`config.mk`:
```
export PLATFORM = sky130hd
export DESIGN_NAME = address_generator_flat
export DESIGN_NICKNAME = d
export VERILOG_FILES = /design/src/rtl/address_generator_if.sv /design/src/rtl/address_generator.sv /design/src/flat_wrapper.sv
export SDC_FILE = /design/constraint.sdc
export NUM_CORES = 1
export LEC_CHECK = 0
export CORE_ASPECT_RATIO = 0.75
export CORE_MARGIN = 10
export CORE_UTILIZATION = 30
export DETAILED_ROUTE_END_ITERATION = 7
export GPL_TIMING_DRIVEN = 1
export SYNTH_ARGS = -nofsm -noshare
export SYNTH_HDL_FRONTEND = slang
export SYNTH_SLANG_ARGS = --single-unit
```
`constraint.sdc`:
```
create_clock -name clk -period 5.7 [get_ports clk]
set_clock_uncertainty 0.15 [all_clocks]
set_input_delay 0.855 -clock clk [delete_from_list [all_inputs] [get_ports clk]]
set_output_delay 0.855 -clock clk [all_outputs]
set_load 0.05 [all_outputs]
```
`src/rtl/address_generator_if.sv`:
```
// Control/address bundle between the conv controller (master) and the
// address generator (slave).
//
// Handshake: there is no valid/ready pair. ldAdr, rstX, reMem and weMem are
// single-cycle strobes sampled at the rising clock edge; each asserted cycle
// is one operation. adr and doneAdr are always valid, are combinational from
// the generator's registers, and reflect a strobe only after the edge that
// consumed it.
interface address_generator_if #(
    parameter int ADDR_W = 16
);
    logic [1:0]        sel;
    logic              ldAdr;
    logic              rstX;
    logic              reMem;
    logic              weMem;
    logic [ADDR_W-1:0] adr;
    logic              doneAdr;

    modport master (
        output sel, ldAdr, rstX, reMem, weMem,
        input  adr, doneAdr
    );

    modport slave (
        input  sel, ldAdr, rstX, reMem, weMem,
        output adr, doneAdr
    );
endinterface

```
`src/rtl/address_generator.sv`:
```
// Shared memory address generator for the convolution datapath: walks IFM
// KxK windows in raster order (x), linear filter reads (y) and linear OFM
// writes (z), with a held address for the controller's write cycle.
module address_generator #(
    parameter int ADDR_W = 16,
    parameter int IMG_W  = 8,
    parameter int IMG_H  = 8,
    parameter int K      = 3,
    parameter int X_BASE = 0,
    parameter int Y_BASE = 64,
    parameter int Z_BASE = 128
) (
    input  logic                  clk,
    input  logic                  rst,
    address_generator_if.slave    bus
);
    localparam logic [ADDR_W-1:0] X_BASE_A = ADDR_W'(X_BASE);
    localparam logic [ADDR_W-1:0] Y_BASE_A = ADDR_W'(Y_BASE);
    localparam logic [ADDR_W-1:0] Z_BASE_A = ADDR_W'(Z_BASE);
    localparam logic [ADDR_W-1:0] PITCH    = ADDR_W'(IMG_W);
    localparam logic [ADDR_W-1:0] K_LAST   = ADDR_W'(K - 1);
    localparam logic [ADDR_W-1:0] WC_LAST  = ADDR_W'(IMG_W - K);
    localparam logic [ADDR_W-1:0] WR_LAST  = ADDR_W'(IMG_H - K);

    // Window origin, in-window counters, linear counters, held address, done.
    logic [ADDR_W-1:0] wr_q, wr_d;
    logic [ADDR_W-1:0] wc_q, wc_d;
    logic [ADDR_W-1:0] r_q, r_d;
    logic [ADDR_W-1:0] c_q, c_d;
    logic [ADDR_W-1:0] y_cnt_q, y_cnt_d;
    logic [ADDR_W-1:0] z_cnt_q, z_cnt_d;
    logic [ADDR_W-1:0] held_adr_q, held_adr_d;
    logic              done_q, done_d;

    logic [ADDR_W-1:0] adr_c;
    logic              x_read;
    logic              y_read;

    // Address mux: pure function of the registers and the current sel.
    always_comb begin
        adr_c = held_adr_q;
        unique case (bus.sel)
            2'b00:   adr_c = X_BASE_A + (wr_q + r_q) * PITCH + wc_q + c_q;
            2'b01:   adr_c = Y_BASE_A + y_cnt_q;
            2'b10:   adr_c = Z_BASE_A + z_cnt_q;
            default: adr_c = held_adr_q;
        endcase
    end

    assign bus.adr     = adr_c;
    assign bus.doneAdr = done_q;

    // Strobe qualification; a finished walk ignores further x reads.
    assign x_read = bus.reMem && (bus.sel == 2'b00) && !done_q;
    assign y_read = bus.reMem && (bus.sel == 2'b01);

    // Next-state logic, priority ldAdr > rstX > reMem; weMem is independent.
    always_comb begin
        wr_d       = wr_q;
        wc_d       = wc_q;
        r_d        = r_q;
        c_d        = c_q;
        y_cnt_d    = y_cnt_q;
        z_cnt_d    = z_cnt_q;
        held_adr_d = (bus.sel != 2'b11) ? adr_c : held_adr_q;
        done_d     = done_q;

        if (bus.ldAdr) begin
            wr_d       = '0;
            wc_d       = '0;
            r_d        = '0;
            c_d        = '0;
            y_cnt_d    = '0;
            z_cnt_d    = '0;
            held_adr_d = X_BASE_A;
            done_d     = 1'b0;
        end else begin
            if (bus.rstX) begin
                // Re-align to the window origin; the window itself stays put.
                r_d = '0;
                c_d = '0;
            end else if (x_read) begin
                if (c_q == K_LAST) begin
                    c_d = '0;
                    if (r_q == K_LAST) begin
                        // Last element of this window: move to the next one.
                        r_d = '0;
                        if (wc_q < WC_LAST) begin
                            wc_d = wc_q + 1'b1;
                        end else if (wr_q < WR_LAST) begin
                            wc_d = '0;
                            wr_d = wr_q + 1'b1;
                        end else begin
                            done_d = 1'b1;
                        end
                    end else begin
                        r_d = r_q + 1'b1;
                    end
                end else begin
                    c_d = c_q + 1'b1;
                end
            end

            if (y_read) begin
                y_cnt_d = y_cnt_q + 1'b1;
            end

            // The write uses the current address; the counter moves after.
            if (bus.weMem) begin
                z_cnt_d = z_cnt_q + 1'b1;
            end
        end
    end

    // State registers with asynchronous clear to the load state.
    always_ff @(posedge clk or posedge rst) begin
        if (rst) begin
            wr_q       <= '0;
            wc_q       <= '0;
            r_q        <= '0;
            c_q        <= '0;
            y_cnt_q    <= '0;
            z_cnt_q    <= '0;
            held_adr_q <= X_BASE_A;
            done_q     <= 1'b0;
        end else begin
            wr_q       <= wr_d;
            wc_q       <= wc_d;
            r_q        <= r_d;
            c_q        <= c_d;
            y_cnt_q    <= y_cnt_d;
            z_cnt_q    <= z_cnt_d;
            held_adr_q <= held_adr_d;
            done_q     <= done_d;
        end
    end
endmodule

```
`src/flat_wrapper.sv`:
```
// flat-port wrapper written by rule: the top's interface ports become plain ports
module address_generator_flat 
#(
    parameter int ADDR_W = 16,
    parameter int IMG_W  = 8,
    parameter int IMG_H  = 8,
    parameter int K      = 3,
    parameter int X_BASE = 0,
    parameter int Y_BASE = 64,
    parameter int Z_BASE = 128
)
  (clk, rst, bus_sel, bus_ldAdr, bus_rstX, bus_reMem, bus_weMem, bus_adr, bus_doneAdr);
  address_generator_if #(.ADDR_W(ADDR_W)) bus_i ();
  input  logic clk;
  input  logic rst;
  input wire logic [$bits(bus_i.sel)-1:0] bus_sel;
  input wire logic [$bits(bus_i.ldAdr)-1:0] bus_ldAdr;
  input wire logic [$bits(bus_i.rstX)-1:0] bus_rstX;
  input wire logic [$bits(bus_i.reMem)-1:0] bus_reMem;
  input wire logic [$bits(bus_i.weMem)-1:0] bus_weMem;
  output wire logic [$bits(bus_i.adr)-1:0] bus_adr;
  output wire logic [$bits(bus_i.doneAdr)-1:0] bus_doneAdr;
  assign bus_i.sel = bus_sel;
  assign bus_i.ldAdr = bus_ldAdr;
  assign bus_i.rstX = bus_rstX;
  assign bus_i.reMem = bus_reMem;
  assign bus_i.weMem = bus_weMem;
  assign bus_adr = bus_i.adr;
  assign bus_doneAdr = bus_i.doneAdr;
  address_generator #(.ADDR_W(ADDR_W), .IMG_W(IMG_W), .IMG_H(IMG_H), .K(K), .X_BASE(X_BASE), .Y_BASE(Y_BASE), .Z_BASE(Z_BASE)) u_core (.clk(clk), .rst(rst), .bus(bus_i));
endmodule
```
==> out/results.tsv <==
metric	value	unit
final-hold-violation-count	0	
p_per_area	232	mW/mm^2
synth_nets	868	
die_h	156	um
synth-edff-count	0	
die_w	201	um
final.min_clock_period	5550	ps
area_growth	18.3	%
port_buffers	24	
rr_startpoint	u_core.r_q[1]$_DFFE_PP0P_	
place_hpwl	14000	um
synth_seq_cells	113	
core	0.0241	mm^2
crit_buf_inv	3	
yosys_warnings	0	
dp.cells	1147	
antenna_found_initial	0	
crit_slowest_cell	fa_1	
finalCritPeriodShare	97.4	%
crit_type	flip-flop to output port	
n_antenna_cell	0	
p_leak	3.86	nW
avgSynthCellArea	9.18	um^2
ys_types	60	
worst-slew-pin-transition	960	ps
critical_path.startpoint_type	flip-flop	
run_status	complete, no violations	
ant_nets	0	
grt_overflow_total	0	
cts.clk_slew.worst_paths	50	ps
syn_area	0.00739	mm^2
wire_per_inst	16.3	um
worstSkewPairLatency	420	ps
hp-start	u_core.wr_q[14]$_DFFE_PP0P_	
grt_pass1_wl	31200	um
final_cell_mix	111 x nor2_1, 111 x dfrtp_1, 70 x inv_1	
drtIter0Drc	499	
final_util	36.3	%
route.detailed.drc	0	
viasPerCell	5.01	
numClockSinks	113	
slowest_delay	440	ps
cts-buffers-inserted	17	
num_io_pins	25	
dr.pass1.iters	5	
maxSlewViolCount	0	
crit_required	4700	ps
critPathLaunch	u_core.r_q[1]$_DFFE_PP0P_	
ir_drop	0.171	mV
drive_gt1_share	10.3	%
num_vias	5904	
dieArea	0.0314	mm^2
wl	19200	um
initial_core_util	30.7	%
fmax	0.180	GHz
path_max_fanout	6	
final_nets	901	
maxCapViolCount	0	
cp.arrival	4550	ps
gp_congestion	0.854	
synth-async-reset-ratio	100	%
fin_tns_setup	0	ps
synthFlopType	dfrtp_1	
fin_cells	1179	
finalSetupViolations	0	
grt_pass1_vias	5587	
crit_chain	ha_1, a21o_1, a21oi_2, nor2b_2, nor4_2, buf_4, nor2_1, a21oi_1, xor2_1, fa_1, inv_1, ha_1, and3_1, a31oi_2, a21oi_1, mux2i_1, a221o_1, buf_12	
rows	49	
maxSlewHeadroom	36.0	%
worstSetupEndpointType	output port	
synthCells	805	
htreeDepth	4	
cts_tree	yes	
cts_buffer_depth	2	
seq_area_frac_synth	38.3	%
grtUsageTotal	12.5	%
grt_max_degree	75	
crit_family	compound AO/OA/AOI/OAI gates	
hp-class	flip-flop to flip-flop	
cts_root_buf	clkbuf_16	
stage by stage:
stage               hold WS (ps)  power (W)  instance area, um^2  setup WS (ps)
finish                       369    0.00203                 8740            150
global route                 399    0.00210                 8740          -62.7
CTS                          369    0.00204                 8620           22.1
detailed placement           352   0.000951                 8030            234
global placement             337   0.000950                 8030            297
floorplan                    317   0.000906                 7390            566
synth_stat cells, drive strengths merged, types with 5 or more instances:
cell    number  share of area (%)
o21ai       37                2.5
xor2        43                5.1
nand3       29                2.0
o21a         7               0.71
a21oi       41                2.8
and2        21                1.8
ha          41                6.9
nand2       50                2.5
nor4        13                1.4
nor2b        8               0.68
nor2       111                5.6
fa          14                3.8
dfrtp      113                 38
buf          6               0.44
a211oi       7               0.71
a31oi       12                1.2
a21o         5               0.51
or2          6               0.51
or3         12                1.0
mux4        10                3.0
nor3        14               0.95
inv         73                3.7
nand2b       7               0.59
and3        12                1.0
clkbuf      12               0.61
nand4       18                1.5
xnor2       41                4.9
power by group:
part	total, W	switching [W]	internal, W
sequential	0.000814	0.00000476	0.000809
clock	0.00109	0.000368	0.000723
combinational	0.000123	0.0000851	0.0000379
total	0.00203	0.000458	0.00157
what timing repair did:
item                       in CTS  in global routing
setup endpoints to repair       5                  8
gates resized for setup         4                 24
pin swaps                       0                  9
hold buffers                    0                  0
buffers inserted                0                  3
layer usage:
layer | track usage, % | vias up | part of all wire (%) | routed length, um
met5 | 0 | - | 0 | 0
met4 | 3.00 | 0 | 0.82 | 158
met1 | 19.1 | 2908 | 54 | 10400
met3 | 3.82 | 16 | 6.4 | 1220
li1 | - | 2840 | - | -
met2 | 16.3 | 140 | 39 | 7410
logic make-up (layout without fill, tap and decap cells):
logic type               after synthesis  count (layout)  share of synthesized area (%)
adder cells (fa/ha/maj)               55              55                           10.7
multiplexers                          14              14                           3.59
XOR/XNOR                              84              84                           9.96
AND/OR/NAND/NOR                      313             313                           21.3
buffers and inverters                 91             134                           4.76
AO/OA/AOI/OAI                        135             135                           11.4
flip-flops                           113             113                           38.3
sequential cells by signal, summed over array words and instances (netlist names):
register	count
u_core.c_q	16
u_core.held_adr_q	16
u_core.r_q	16
u_core.wc_q	16
u_core.wr_q	16
u_core.y_cnt_q	16
u_core.z_cnt_q	16
u_core.bus.doneAdr	1
final timing paths:
kind	end	slack (ps)	cells after the start
worst max-delay path	bus_adr[14]	150	18
worst min-delay path	u_core.wr_q[14]$_DFFE_PP0P_	370	1
max in group asynchronous	u_core.wc_q[15]$_DFFE_PP0P_	3400	3
worst min register to register	u_core.wr_q[14]$_DFFE_PP0P_	370	1
worst max register to register	u_core.held_adr_q[14]$_DFFE_PP0P_	1310	18
min in group asynchronous	u_core.c_q[0]$_DFFE_PP0P_	860	2
area by class of cell:
type	count	area (um^2)
Inverter	73	277
Clock buffer	23	488
Fill cell	2428	15400
Multi-Input combinational cell	601	4310
Timing Repair Buffer	32	315
Clock inverter	6	105
Sequential cell	113	2830
Tap cell	331	414
worst register-to-register path, cell delays in order, from the launching register on:
cell and delay, ps:
dfrtp_2 430, ha_1 300, a21o_1 200, a21oi_2 190, nor2b_2 70, nor4_2 220, buf_4 170, nor2_1 50
a21oi_1 170, xor2_1 220, fa_1 440, inv_1 70, ha_1 300, and3_1 210, a31oi_2 240, a21oi_1 120
mux2i_1 140, a221o_1 420, and2_1 180
(Power assumes the default switching activity.)
